`src/rtl/jam_cost_if.sv`:
```
// Cost-query bus between the system loader/JAM engine and jam_cost_server.
// Carries the matrix load stream, the engine's (W, J) -> Cost lookup, the
// engine reset and the engine result plus its captured copy.
// Ports: load_valid/load_ready/load_data, W/J/Cost, jam_rst,
//        Valid/MinCost/MatchCount, done/min_cost_q/match_count_q/timeout.
interface jam_cost_if #(
    parameter int COST_W = 7,
    parameter int IDX_W  = 3
);
    logic              load_valid;
    logic              load_ready;
    logic [COST_W-1:0] load_data;
    logic [IDX_W-1:0]  W;
    logic [IDX_W-1:0]  J;
    logic [COST_W-1:0] Cost;
    logic              jam_rst;
    logic              Valid;
    logic [9:0]        MinCost;
    logic [3:0]        MatchCount;
    logic              done;
    logic [9:0]        min_cost_q;
    logic [3:0]        match_count_q;
    logic              timeout;

    // Loader + engine side.
    modport master (
        output load_valid, load_data, W, J, Valid, MinCost, MatchCount,
        input  load_ready, Cost, jam_rst, done, min_cost_q, match_count_q, timeout
    );

    // Cost server side.
    modport slave (
        input  load_valid, load_data, W, J, Valid, MinCost, MatchCount,
        output load_ready, Cost, jam_rst, done, min_cost_q, match_count_q, timeout
    );
endinterface

```
`src/rtl/jam_cost_server.sv`:
```
// Purpose: holds the 2^IDX_W x 2^IDX_W cost matrix, serves JAM engine (W,J) lookups, captures its result.
// Latency: Cost is combinational (zero cycles); all other outputs are registered (one cycle).
// Backpressure: load_ready high only in LOAD; one word accepted per load_valid cycle, none after the last.
//
// Ports: CLK/RST (async, active-high) plus bus (jam_cost_if.slave):
//   load_valid/load_ready/load_data - row-major matrix load stream (W outer, J inner)
//   W/J -> Cost                     - lookup, zero when the engine is not running
//   jam_rst                         - holds the engine in reset until the matrix is loaded
//   Valid/MinCost/MatchCount        - engine result, captured once into min_cost_q/match_count_q
//   done/timeout                    - result captured / engine gave up
// Optional: define JAM_TIMEOUT_EN to bound the SERVE phase to TIMEOUT cycles.
module jam_cost_server #(
    parameter int COST_W  = 7,
    parameter int IDX_W   = 3,
    parameter int TIMEOUT = 65535
) (
    input  logic        CLK,
    input  logic        RST,
    jam_cost_if.slave   bus
);
    localparam int AW    = 2 * IDX_W;
    localparam int DEPTH = 1 << AW;

    typedef enum logic [1:0] {
        S_LOAD,
        S_RELEASE,
        S_SERVE,
        S_DONE
    } state_t;

    state_t         state_q, state_d;
    logic [AW-1:0]  addr_q, addr_d;
    logic [9:0]     min_q, min_d;
    logic [3:0]     match_q, match_d;
    logic           load_ready_q;
    logic           jam_rst_q;
    logic           done_q;
    logic           load_fire;

    logic [COST_W-1:0] mem [DEPTH];

`ifdef JAM_TIMEOUT_EN
    localparam logic [15:0] TMO_LIM = 16'(TIMEOUT);
    logic [15:0] tcnt_q, tcnt_d;
    logic        to_q, to_d;
`endif

    // load_ready is asserted for the whole LOAD state, so a load_valid seen in
    // LOAD is always a handshake.
    assign load_fire = (state_q == S_LOAD) && bus.load_valid;

    always_comb begin
        state_d = state_q;
        addr_d  = addr_q;
        min_d   = min_q;
        match_d = match_q;
`ifdef JAM_TIMEOUT_EN
        tcnt_d  = tcnt_q;
        to_d    = to_q;
`endif
        case (state_q)
            S_LOAD: begin
                if (load_fire) begin
                    addr_d = addr_q + 1'b1;
                    if (addr_q == {AW{1'b1}}) begin
                        state_d = S_RELEASE;
                    end
                end
            end
            S_RELEASE: begin
                state_d = S_SERVE;
`ifdef JAM_TIMEOUT_EN
                tcnt_d  = '0;
`endif
            end
            S_SERVE: begin
`ifdef JAM_TIMEOUT_EN
                tcnt_d = tcnt_q + 16'd1;
`endif
                // A result arriving on the expiry cycle takes priority.
                if (bus.Valid) begin
                    min_d   = bus.MinCost;
                    match_d = bus.MatchCount;
                    state_d = S_DONE;
                end
`ifdef JAM_TIMEOUT_EN
                else if (tcnt_d == TMO_LIM) begin
                    min_d   = 10'h3FF;
                    match_d = '0;
                    to_d    = 1'b1;
                    state_d = S_DONE;
                end
`endif
            end
            default: ;  // S_DONE: left only through RST
        endcase
    end

    always_ff @(posedge CLK or posedge RST) begin
        if (RST) begin
            state_q      <= S_LOAD;
            addr_q       <= '0;
            min_q        <= '0;
            match_q      <= '0;
            load_ready_q <= 1'b1;
            jam_rst_q    <= 1'b1;
            done_q       <= 1'b0;
`ifdef JAM_TIMEOUT_EN
            tcnt_q       <= '0;
            to_q         <= 1'b0;
`endif
        end else begin
            state_q      <= state_d;
            addr_q       <= addr_d;
            min_q        <= min_d;
            match_q      <= match_d;
            // Flags follow the next state so they are registered yet line up
            // with the state they describe.
            load_ready_q <= (state_d == S_LOAD);
            jam_rst_q    <= (state_d == S_LOAD) || (state_d == S_RELEASE);
            done_q       <= (state_d == S_DONE);
`ifdef JAM_TIMEOUT_EN
            tcnt_q       <= tcnt_d;
            to_q         <= to_d;
`endif
        end
    end

    // Matrix storage carries no reset; a fresh load always rewrites every entry.
    always_ff @(posedge CLK) begin
        if (load_fire) begin
            mem[addr_q] <= bus.load_data;
        end
    end

    assign bus.Cost = ((state_q == S_SERVE) || (state_q == S_DONE)) ? mem[{bus.W, bus.J}] : '0;

    assign bus.load_ready    = load_ready_q;
    assign bus.jam_rst       = jam_rst_q;
    assign bus.done          = done_q;
    assign bus.min_cost_q    = min_q;
    assign bus.match_count_q = match_q;
`ifdef JAM_TIMEOUT_EN
    assign bus.timeout       = to_q;
`else
    assign bus.timeout       = 1'b0;
`endif
endmodule

```
`src/flat_wrapper.sv`:
```
// flat-port wrapper written by rule: the top's interface ports become plain ports
module jam_cost_server_flat 
#(
    parameter int COST_W  = 7,
    parameter int IDX_W   = 3,
    parameter int TIMEOUT = 65535
)
  (CLK, RST, bus_load_valid, bus_load_data, bus_W, bus_J, bus_Valid, bus_MinCost, bus_MatchCount, bus_load_ready, bus_Cost, bus_jam_rst, bus_done, bus_min_cost_q, bus_match_count_q, bus_timeout);
  jam_cost_if #(.COST_W(COST_W), .IDX_W(IDX_W)) bus_i ();
  input  logic CLK;
  input  logic RST;
  input wire logic [$bits(bus_i.load_valid)-1:0] bus_load_valid;
  input wire logic [$bits(bus_i.load_data)-1:0] bus_load_data;
  input wire logic [$bits(bus_i.W)-1:0] bus_W;
  input wire logic [$bits(bus_i.J)-1:0] bus_J;
  input wire logic [$bits(bus_i.Valid)-1:0] bus_Valid;
  input wire logic [$bits(bus_i.MinCost)-1:0] bus_MinCost;
  input wire logic [$bits(bus_i.MatchCount)-1:0] bus_MatchCount;
  output wire logic [$bits(bus_i.load_ready)-1:0] bus_load_ready;
  output wire logic [$bits(bus_i.Cost)-1:0] bus_Cost;
  output wire logic [$bits(bus_i.jam_rst)-1:0] bus_jam_rst;
  output wire logic [$bits(bus_i.done)-1:0] bus_done;
  output wire logic [$bits(bus_i.min_cost_q)-1:0] bus_min_cost_q;
  output wire logic [$bits(bus_i.match_count_q)-1:0] bus_match_count_q;
  output wire logic [$bits(bus_i.timeout)-1:0] bus_timeout;
  assign bus_i.load_valid = bus_load_valid;
  assign bus_i.load_data = bus_load_data;
  assign bus_i.W = bus_W;
  assign bus_i.J = bus_J;
  assign bus_i.Valid = bus_Valid;
  assign bus_i.MinCost = bus_MinCost;
  assign bus_i.MatchCount = bus_MatchCount;
  assign bus_load_ready = bus_i.load_ready;
  assign bus_Cost = bus_i.Cost;
  assign bus_jam_rst = bus_i.jam_rst;
  assign bus_done = bus_i.done;
  assign bus_min_cost_q = bus_i.min_cost_q;
  assign bus_match_count_q = bus_i.match_count_q;
  assign bus_timeout = bus_i.timeout;
  jam_cost_server #(.COST_W(COST_W), .IDX_W(IDX_W), .TIMEOUT(TIMEOUT)) u_core (.CLK(CLK), .RST(RST), .bus(bus_i));
endmodule
```
`config.mk`:
```
export PLATFORM = sky130hd
export DESIGN_NAME = jam_cost_server_flat
export DESIGN_NICKNAME = d
export VERILOG_FILES = /design/src/rtl/jam_cost_if.sv /design/src/rtl/jam_cost_server.sv /design/src/flat_wrapper.sv
export SDC_FILE = /design/constraint.sdc
export NUM_CORES = 1
export LEC_CHECK = 0
export BUFFER_PORTS_ARGS = -buffer_cell sky130_fd_sc_hd__buf_2
export CAP_MARGIN = 0
export CORE_MARGIN = 10
export CORE_UTILIZATION = 61
export CTS_CLUSTER_DIAMETER = 60
export DETAILED_ROUTE_END_ITERATION = 8
export GPL_TIMING_DRIVEN = 0
export PLACE_DENSITY = 0.86
export REMOVE_ABC_BUFFERS = 1
export SYNTH_ARGS = -nofsm -noshare
export SYNTH_HDL_FRONTEND = slang
export SYNTH_SLANG_ARGS = --single-unit
export TNS_END_PERCENT = 30
```
`constraint.sdc`:
```
create_clock -name CLK -period 3.95 [get_ports CLK]
set_input_delay 0.395 -clock CLK [delete_from_list [all_inputs] [get_ports CLK]]
set_output_delay 0.395 -clock CLK [all_outputs]
set_load 0.05 [all_outputs]
```
==> flow_summary.ini, run 1 <==
[setup_path]
worstSetupPathType = in -> out
cp_data_required_time_ns = 3.56
crit_fanout = 56
rrSetupSlack_ns = 0.51
reg2reg_depth = 4
r2r-end = u_core.mem[6][6]$_DFFE_PP_
startpoint_type = primary input
arrival_ns = 3.29
end_kind = output port
r2r-start = u_core.state_q[1]$_DFF_PP0_

[drt]
drt_first_iter_violations = 1384
antenna_left = 0
viasPerCell = 7.03
drc = 0
drt_wl_total_um = 42400
avgRoutedWirePerCell_um = 31.4
drtPass1Iterations = 6
dr_total_vias = 9503

[floorplanning]
die_w_um = 194
die_area_um2 = 37800
die_h_um = 194
row_count = 63
core_um2 = 29800
initial_utilization = 0.623
io_pins = 56

[cells_and_area]
final_util = 0.694
layout.nets = 956
layout-drive-gt1-share = 0.264
diodes = 0
fin_area_um2 = 20700
area_delta_synth_final_pct = 11.5
final_common_cell = edfxtp_1
final_cell_mix = edfxtp_1 (448), mux4_2 (99), nor2_1 (71), buf_2 (51), clkbuf_16 (47)

[pwr]
p_clk_frac = 0.399
intPower_mw = 8.67
power_mw = 11.4
comb_power_share = 0.097
powerDensity_nw_per_um2 = 552
seq_power_share = 0.504
p_leak_nw = 6.69
irDropWorstVdd_uv = 679
swShare = 0.241
switching_power_mw = 2.75

[sta]
tightest_slew_ns = 1.29
rsz0062_at_grt = false
report.final.slew_viol_count = 0
finClkSkew_ns = 0.0228
fin_crit_sh = 0.933
setup_viol = 0
fmax_ghz = 0.271
relSlewSlack = 0.139
period_needed_ns = 3.69
hold_viol_final = 0

[cts]
insertion_delay_ns = 0.55
clockBufferDepth = 3
cts_root_buf = clkbuf_16
cts_buffers = 45
cts-htree-levels = 2
path_clk_slew_ns = 0.06
cts_tree = done
cts_setup_buffers = 0
hold_buffers = 0
cts_resized = 0
clock_sinks = 473

[global_routing]
track_usage = 0.224
grt_first_pass_wirelength_um = 64400
grt_max_degree = 65
antenna_found_initial = 0
grt_pass1_vias = 9676
grt_overflow_total = 0

[synth]
ys_seq_elements = 473
ys_async_sr_fraction = 0.0529
syn_avg_cell_area_um2 = 21.4
ys.flop_type = edfxtp_1
synth.top_cell.area_share = 0.725
synth_cell_type_count = 48
synth_edf_count = 448
ys_warn_count = 0
synthesis.area_um2 = 18600
ys_top_cells_by_area = edfxtp_1 (72%), mux4_2 (12%), dfrtp_1 (3.1%)
ys_seq_area_frac = 0.759
netlist_instances = 867
synth_area_leader_cell = edfxtp_1

[status]
status = finished clean

[placement]
postPlaceCellArea_um2 = 19100
portBuffers = 54
globalplace.congestion = 0.901
dpl.hpwl_um = 24100

[min_path]
hp-start = bus_MatchCount[1]
hold_depth = 2
hold_end = u_core.bus.match_count_q[1]$_DFFE_PP0P_
min-delay-path-class = in -> reg

[flow_run]
cap_violations = 0
-- worst max-delay path: stages --
cell and delay [ns]:
buf_6 0.45, buf_16 0.40, mux4_2 0.33, mux2i_1 0.14, a2111oi_0 1.05, a31o_2 0.23, buf_2 0.27
-- state kept, by name (all words and copies together) (netlist names) --
signal / cells
u_core.mem: 448
u_core.addr_q: 6
u_core.state_q: 2
u_core.bus.match_count_q: 4
u_core.bus.min_cost_q: 10
u_core.bus.load_ready: 1
u_core.bus.jam_rst: 1
u_core.bus.done: 1
-- cell type report --
class	count	area, um^2
Fill cell	1663	9110
Sequential cell	473	14100
Timing Repair Buffer	57	368
Clock buffer	57	1220
Clock inverter	27	348
Multi-Input combinational cell	343	4170
Tap cell	390	488
Inverter	4	15.0
-- power by group through the flow --
| stage | Clock, mW | Sequential (mW) | Combinational [mW] |
|---|---|---|---|
| after floorplan | 0 | 6.07 | 0.426 |
| after global placement | 0 | 5.82 | 1.06 |
| after detailed placement | 0 | 5.84 | 1.08 |
| after CTS | 4.58 | 5.74 | 1.10 |
| after global routing | 4.78 | 5.77 | 1.17 |
| final | 4.56 | 5.76 | 1.11 |
-- synth_stat cells (all sizes together) (2+ instances only) --
cell / instances
a221oi: 4
nand2: 19
mux2: 18
buf: 36
edfxtp: 448
o21ai: 10
o31ai: 2
and2: 2
nand3: 9
nand2b: 2
mux4: 118
a31o: 4
mux2i: 32
nor2: 71
a21oi: 7
dfstp: 2
a2111oi: 2
xnor2: 3
nor3: 3
nor2b: 6
xor2: 2
dfrtp: 23
inv: 3
nand3b: 3
clkbuf: 11
nor3b: 2
o22ai: 3
or3b: 2
o221ai: 4
a211oi: 3
-- routing by layer --
layer,routed length (um),vias to the layer above,part of all wire,GRT usage
met2,20900,803,0.49,0.363
met5,0,-,0,0
met3,4540,119,0.11,0.0456
li1,-,3729,-,-
met1,15600,4852,0.37,0.302
met4,1400,0,0.033,0.0713
-- through the flow --
step	cells	hold WS (ns)	TNS, ns	setup WS, ns
final	1351	0.0741	0	0.265
after global routing	1351	0.0754	0	0.188
after CTS	1351	0.0651	0	0.313
after detailed placement	1267	0.494	0	0.421
after global placement	1264	0.461	-8.55	-1.51
after floorplan	820	0.418	0	1.42
-- kinds of logic (layout without fill, tap and decap cells) --
group,count (synthesis),in the layout,synth area share
adder cells (fa/ha/maj),1,1,0.000674
buffers and inverters,51,145,0.0169
multiplexers,168,168,0.175
XOR/XNOR,5,5,0.00236
other,1,1,0.000202
AND/OR/NAND/NOR,122,122,0.0288
flip-flops,473,473,0.759
AO/OA/AOI/OAI,46,46,0.0172
-- how the worst max path moves through the flow --
stage / cells after the start / start / slack (ns) / to
2_1_floorplan: 4 / bus_W[1] / 1.42 / bus_Cost[5]
3_3_place_gp: 7 / bus_J[1] / -1.51 / bus_Cost[2]
3_5_place_dp: 7 / bus_J[1] / 0.42 / bus_Cost[2]
4_1_cts: 7 / bus_J[1] / 0.31 / bus_Cost[2]
5_1_grt: 7 / bus_J[1] / 0.19 / bus_Cost[2]
6_report: 7 / bus_J[1] / 0.26 / bus_Cost[2]
No activity file was read; power rests on OpenSTA's default activity.
==> run 2, diff against run 1 <==
--- a/config.mk
+++ b/config.mk
@@ -8,12 +8,11 @@
 export BUFFER_PORTS_ARGS = -buffer_cell sky130_fd_sc_hd__buf_2
 export CAP_MARGIN = 0
 export CORE_MARGIN = 10
-export CORE_UTILIZATION = 61
+export CORE_UTILIZATION = 45
 export CTS_CLUSTER_DIAMETER = 60
 export DETAILED_ROUTE_END_ITERATION = 8
 export GPL_TIMING_DRIVEN = 0
-export PLACE_DENSITY = 0.86
-export REMOVE_ABC_BUFFERS = 1
+export PLACE_DENSITY = 0.69
 export SYNTH_ARGS = -nofsm -noshare
 export SYNTH_HDL_FRONTEND = slang
 export SYNTH_SLANG_ARGS = --single-unit
==> flow_summary.ini, run 2 (synthesized netlist as in run 1, its figures left out) <==
[cells_and_area]
layout.nets = 1000
area_delta_synth_final_pct = 13.3
final_common_cell = edfxtp_1
largest_reg_flops = 448
final_cell_mix = edfxtp_1 (448), mux4_2 (99), nor2_1 (71), buf_2 (63), clkbuf_16 (49)
top_register = u_core.mem
layout-drive-gt1-share = 0.276
fin_area_um2 = 21000
diodes = 0
fin_cells = 1538
n_fill_cell = 3165

[cts]
cts_setup_buffers = 0
cts_root_buf = clkbuf_16
cts-htree-levels = 2
insertion_delay_ns = 0.56
clock_sinks = 473
path_clk_slew_ns = 0.06
cts_buffers = 48
cts_resized = 0
cts_tree = done
hold_buffers = 0
clockBufferDepth = 3

[status]
status = finished clean

[setup_path]
crit_fanout = 10
arrival_ns = 3.34
startpoint_type = primary input
crit_start = bus_J[2]
worstSetupPathType = in -> out
rrSetupSlack_ns = 0.80
end_kind = output port
cp_data_required_time_ns = 3.56
r2r-start = u_core.state_q[1]$_DFF_PP0_

[sta]
tns_ns = 0
report.final.slew_viol_count = 0
rsz0062_at_grt = false
finClkSkew_ns = 0.0121
hold_viol_final = 0
fin_crit_sh = 0.946
period_needed_ns = 3.74
tightest_slew_ns = 1.25
fmax_ghz = 0.268
setup_viol = 0
relSlewSlack = 0.143

[floorplanning]
initial_utilization = 0.455
die_h_um = 223
core_um2 = 40800
die_area_um2 = 49800
die_w_um = 223
row_count = 74
io_pins = 56

[global_routing]
track_usage = 0.169
grt_max_degree = 65
antenna_found_initial = 0
grt_overflow_total = 0
grt_first_pass_wirelength_um = 62500
grt_pass1_vias = 9231

[drt]
viasPerCell = 5.90
drt_wl_total_um = 42400
antenna_left = 0
drc = 0
dr_total_vias = 9075
drt-met1-wl_um = 17300
met2_wirelength_um = 20400
drt_first_iter_violations = 1033
drtPass1Iterations = 6
topRoutingLayerUsed = met4
dr_wl_met3_um = 3610
avgRoutedWirePerCell_um = 27.6

[synth]
syn_nets = 899

[pwr]
irDropWorstVdd_uv = 306
powerDensity_nw_per_um2 = 539
p_leak_nw = 6.80

[placement]
dpl.cell_count = 1450
portBuffers = 51
postPlaceCellArea_um2 = 19500
dpl.hpwl_um = 26900
globalplace.congestion = 0.923

[min_path]
min-delay-path-class = in -> async

[flow_run]
cap_violations = 0
==> run 2: cell count changes in the layout (fill, tap and decap cells not counted), moves of 3 or more <==
| cell | delta |
|---|---|
| bufinv_16 | -3 |
| buf_1 | +3 |
| buf_2 | +12 |
| clkbuf_1 | +18 |
| clkinvlp_4 | -3 |
| buf_16 | -3 |
| buf_4 | +17 |
==> run 2: layout make-up <==
type / count / area [um^2] / area share
well taps: 532 / 666 / 0.0317
clock buffers: 66 / 1300 / 0.0618
clock inverters: 22 / 246 / 0.0117
plain buffers: 47 / 299 / 0.0142
repair buffers: 51 / 255 / 0.0121
inverters: 4 / 15.0 / 0.000714
multi-input cells: 343 / 4170 / 0.198
flip-flops and latches: 473 / 14100 / 0.670
==> run 2: final timing paths <==
check,endpoint,cells after the start
worst max-delay path,bus_Cost[6],9
worst min-delay path,u_core.bus.min_cost_q[5]$_DFFE_PP0P_,2
worst max register to register,u_core.mem[54][4]$_DFFE_PP_,4
worst min register to register,u_core.bus.jam_rst$_DFF_PP1_,1
max in group asynchronous,u_core.addr_q[2]$_DFFE_PP0P_,2
min in group CLK,u_core.bus.match_count_q[3]$_DFFE_PP0P_,2
==> run 2: stage by stage <==
| step | hold WS (ns) | utilization | worst slack [ns] | power (mW) |
|---|---|---|---|---|
| 2_1_floorplan | 0.418 | - | 0.912 | 6.59 |
| 3_3_place_gp | 0.452 | 0.477 | 0.312 | 6.95 |
| 3_5_place_dp | 0.461 | 0.477 | 0.329 | 6.98 |
| 4_1_cts | 0.0503 | 0.515 | 0.331 | 11.4 |
| 5_1_grt | 0.0526 | 0.515 | 0.147 | 11.7 |
| 6_report | 0.0255 | 0.515 | 0.215 | 11.3 |
==> run 2: metal layers <==
layer,up-vias,GRT usage
li1,3803,-
met1,4752,0.230
met2,441,0.271
met3,79,0.0357
met4,0,0.0460
met5,-,0
==> run 2: power breakdown <==
part	leakage [nW]	internal, mW	switching [mW]
logic	1.73	0.369	0.831
registers	4.31	5.60	0.0643
clock network	0.757	2.64	1.83
total	6.80	8.61	2.72
==> run 2: critical path, cell delays in order <==
cell,delay [ns]
buf_2,0.26
buf_4,0.31
buf_2,0.44
buf_2,0.43
mux2i_1,0.22
a21oi_1,0.19
o21ai_0,0.16
a32oi_1,0.52
buf_2,0.38
==> run 3, diff against run 2 <==
--- a/config.mk
+++ b/config.mk
@@ -9,10 +9,11 @@
 export CAP_MARGIN = 0
 export CORE_MARGIN = 10
 export CORE_UTILIZATION = 45
+export CTS_BUF_LIST = sky130_fd_sc_hd__clkbuf_8 sky130_fd_sc_hd__clkbuf_16
 export CTS_CLUSTER_DIAMETER = 60
 export DETAILED_ROUTE_END_ITERATION = 8
 export GPL_TIMING_DRIVEN = 0
-export PLACE_DENSITY = 0.69
+export PLACE_DENSITY = 0.71
 export SYNTH_ARGS = -nofsm -noshare
 export SYNTH_HDL_FRONTEND = slang
 export SYNTH_SLANG_ARGS = --single-unit
==> constraint.sdc (replaced) <==
create_clock -name CLK -period 3.35 [get_ports CLK]
set_input_delay 0.335 -clock CLK [delete_from_list [all_inputs] [get_ports CLK]]
set_output_delay 0.335 -clock CLK [all_outputs]
set_load 0.05 [all_outputs]
==> flow_summary.ini, run 3 (synthesized netlist as in run 1, its figures left out) <==
[flow_run]
cap_violations = 0

[sta]
tightest_slew_ns = 1.26
tns_ns = 0
hold_viol_final = 23
fmax_ghz = 0.306
period_needed_ns = 3.27
relSlewSlack = 0.158
fin_crit_sh = 0.975
report.final.slew_viol_count = 0
holdWs_ns = -0.00689
setup_viol = 0
rsz0062_at_grt = true
finClkSkew_ns = 0.0166

[placement]
globalplace.congestion = 0.896
portBuffers = 51
dpl.hpwl_um = 26900
postPlaceCellArea_um2 = 19500

[cts]
path_clk_slew_ns = 0.06
cts-htree-levels = 2
clockBufferDepth = 3
cts_root_buf = clkbuf_16
cts_tree = done
cts_buffers = 48
insertion_delay_ns = 0.56
hold_buffers = 0
clock_sinks = 473

[setup_path]
r2r-start = u_core.state_q[1]$_DFF_PP0_
end_kind = output port
arrival_ns = 2.93
rrSetupSlack_ns = 0.11
reg2reg_depth = 4
crit_start = bus_J[2]
crit_fanout = 10
r2r-end = u_core.mem[54][4]$_DFFE_PP_
startpoint_type = primary input
cp_data_required_time_ns = 3.01
worstSetupPathType = in -> out

[floorplanning]
die_h_um = 223
row_count = 74
io_pins = 56
core_um2 = 40800
die_area_um2 = 49800
die_w_um = 223
initial_utilization = 0.455

[pwr]
irDropWorstVdd_uv = 363
p_leak_nw = 6.84
power_mw = 13.2
powerDensity_nw_per_um2 = 628

[drt]
drtPass1Iterations = 6
avgRoutedWirePerCell_um = 27.8
antenna_left = 0
drt_wl_total_um = 42800
drc = 0
viasPerCell = 5.97
drt_first_iter_violations = 1166
dr_total_vias = 9195

[cells_and_area]
layout.nets = 1000
multi_input_area_um2 = 4170
final_cell_mix = edfxtp_1 (448), mux4_2 (99), nor2_1 (70), buf_2 (62), clkbuf_16 (49)
layout-drive-gt1-share = 0.277
fin_area_um2 = 21000
seq_area_um2 = 14100
top_register = u_core.mem
final_common_cell = edfxtp_1
area_delta_synth_final_pct = 13.3
diodes = 0
n_fill_cell = 3150
largest_reg_flops = 448

[global_routing]
grt_pass1_vias = 9219
grt_first_pass_wirelength_um = 63400
antenna_found_initial = 1
track_usage = 0.171
grt_overflow_total = 0
grt_max_degree = 65

[min_path]
min-delay-path-class = in -> async

[status]
violations = negative hold slack
status = complete, but fails checks

[synth]
syn_nets = 899
## run 3: cell types whose count changed in the layout (fill, tap and decap cells not counted), moves of 3 or more
cell      delta
clkbuf_8     +3
clkinv_1    +10
clkbuf_1    -18
inv_1       +10
clkinv_2     -3
## run 3: power by group
group          switching (mW)  leakage, nW  internal [mW]
Sequential             0.0781         4.31           6.60
Combinational           0.986         1.74          0.436
Clock                    2.13        0.787           2.97
## run 3: stage by stage
stage	utilization	setup WS, ns	std cells
2_1_floorplan	-	0.432	867
3_3_place_gp	0.477	-0.00000600	1450
3_5_place_dp	0.477	-0.0392	1450
5_1_grt	0.515	-0.0975	1540
4_1_cts	0.514	0.0310	1540
6_report	0.515	0.0823	1540
## run 3: how the worst max path moves through the flow
stage | slack, ns | endpoint | cells after the start
after floorplan | 0.43 | bus_Cost[5] | 9
after global placement | -0.000006 | bus_Cost[4] | 9
after detailed placement | -0.04 | bus_Cost[4] | 9
after CTS | 0.03 | bus_Cost[0] | 8
after global routing | -0.1 | u_core.mem[22][2]$_DFFE_PP_ | 4
final | 0.08 | bus_Cost[4] | 9
## run 3: final cells by class
| type | instances | area share |
|---|---|---|
| buffer | 47 | 0.0146 |
| sequential | 473 | 0.670 |
| inverter | 4 | 0.000714 |
| timing repair buffer | 51 | 0.0121 |
| clock buffer | 53 | 0.0610 |
| tap | 532 | 0.0317 |
| multi-input combinational | 343 | 0.198 |
| clock inverter | 37 | 0.0116 |
## run 3: metal layers
layer / vias to the layer above / GRT usage / routed length [um]
met1: 4869 / 0.232 / 17400
met4: 0 / 0.0466 / 1030
li1: 3807 / - / -
met2: 436 / 0.274 / 20800
met3: 83 / 0.0380 / 3600
met5: - / 0 / 0
## run 3: repair_timing
item,4_1_cts,5_1_grt
buffers inserted,0,0
cloned,0,0
endpoints found under the hold margin,0,0
setup endpoints to repair,1,54
pin swaps,0,0
resized for setup,1,8
## run 3: critical path, cell delays in order
cell	delay, ns
buf_2	0.27
buf_4	0.28
buf_2	0.40
clkbuf_2	0.43
mux2i_1	0.33
mux2i_1	0.14
o21ai_0	0.30
nand2_1	0.18
buf_2	0.25
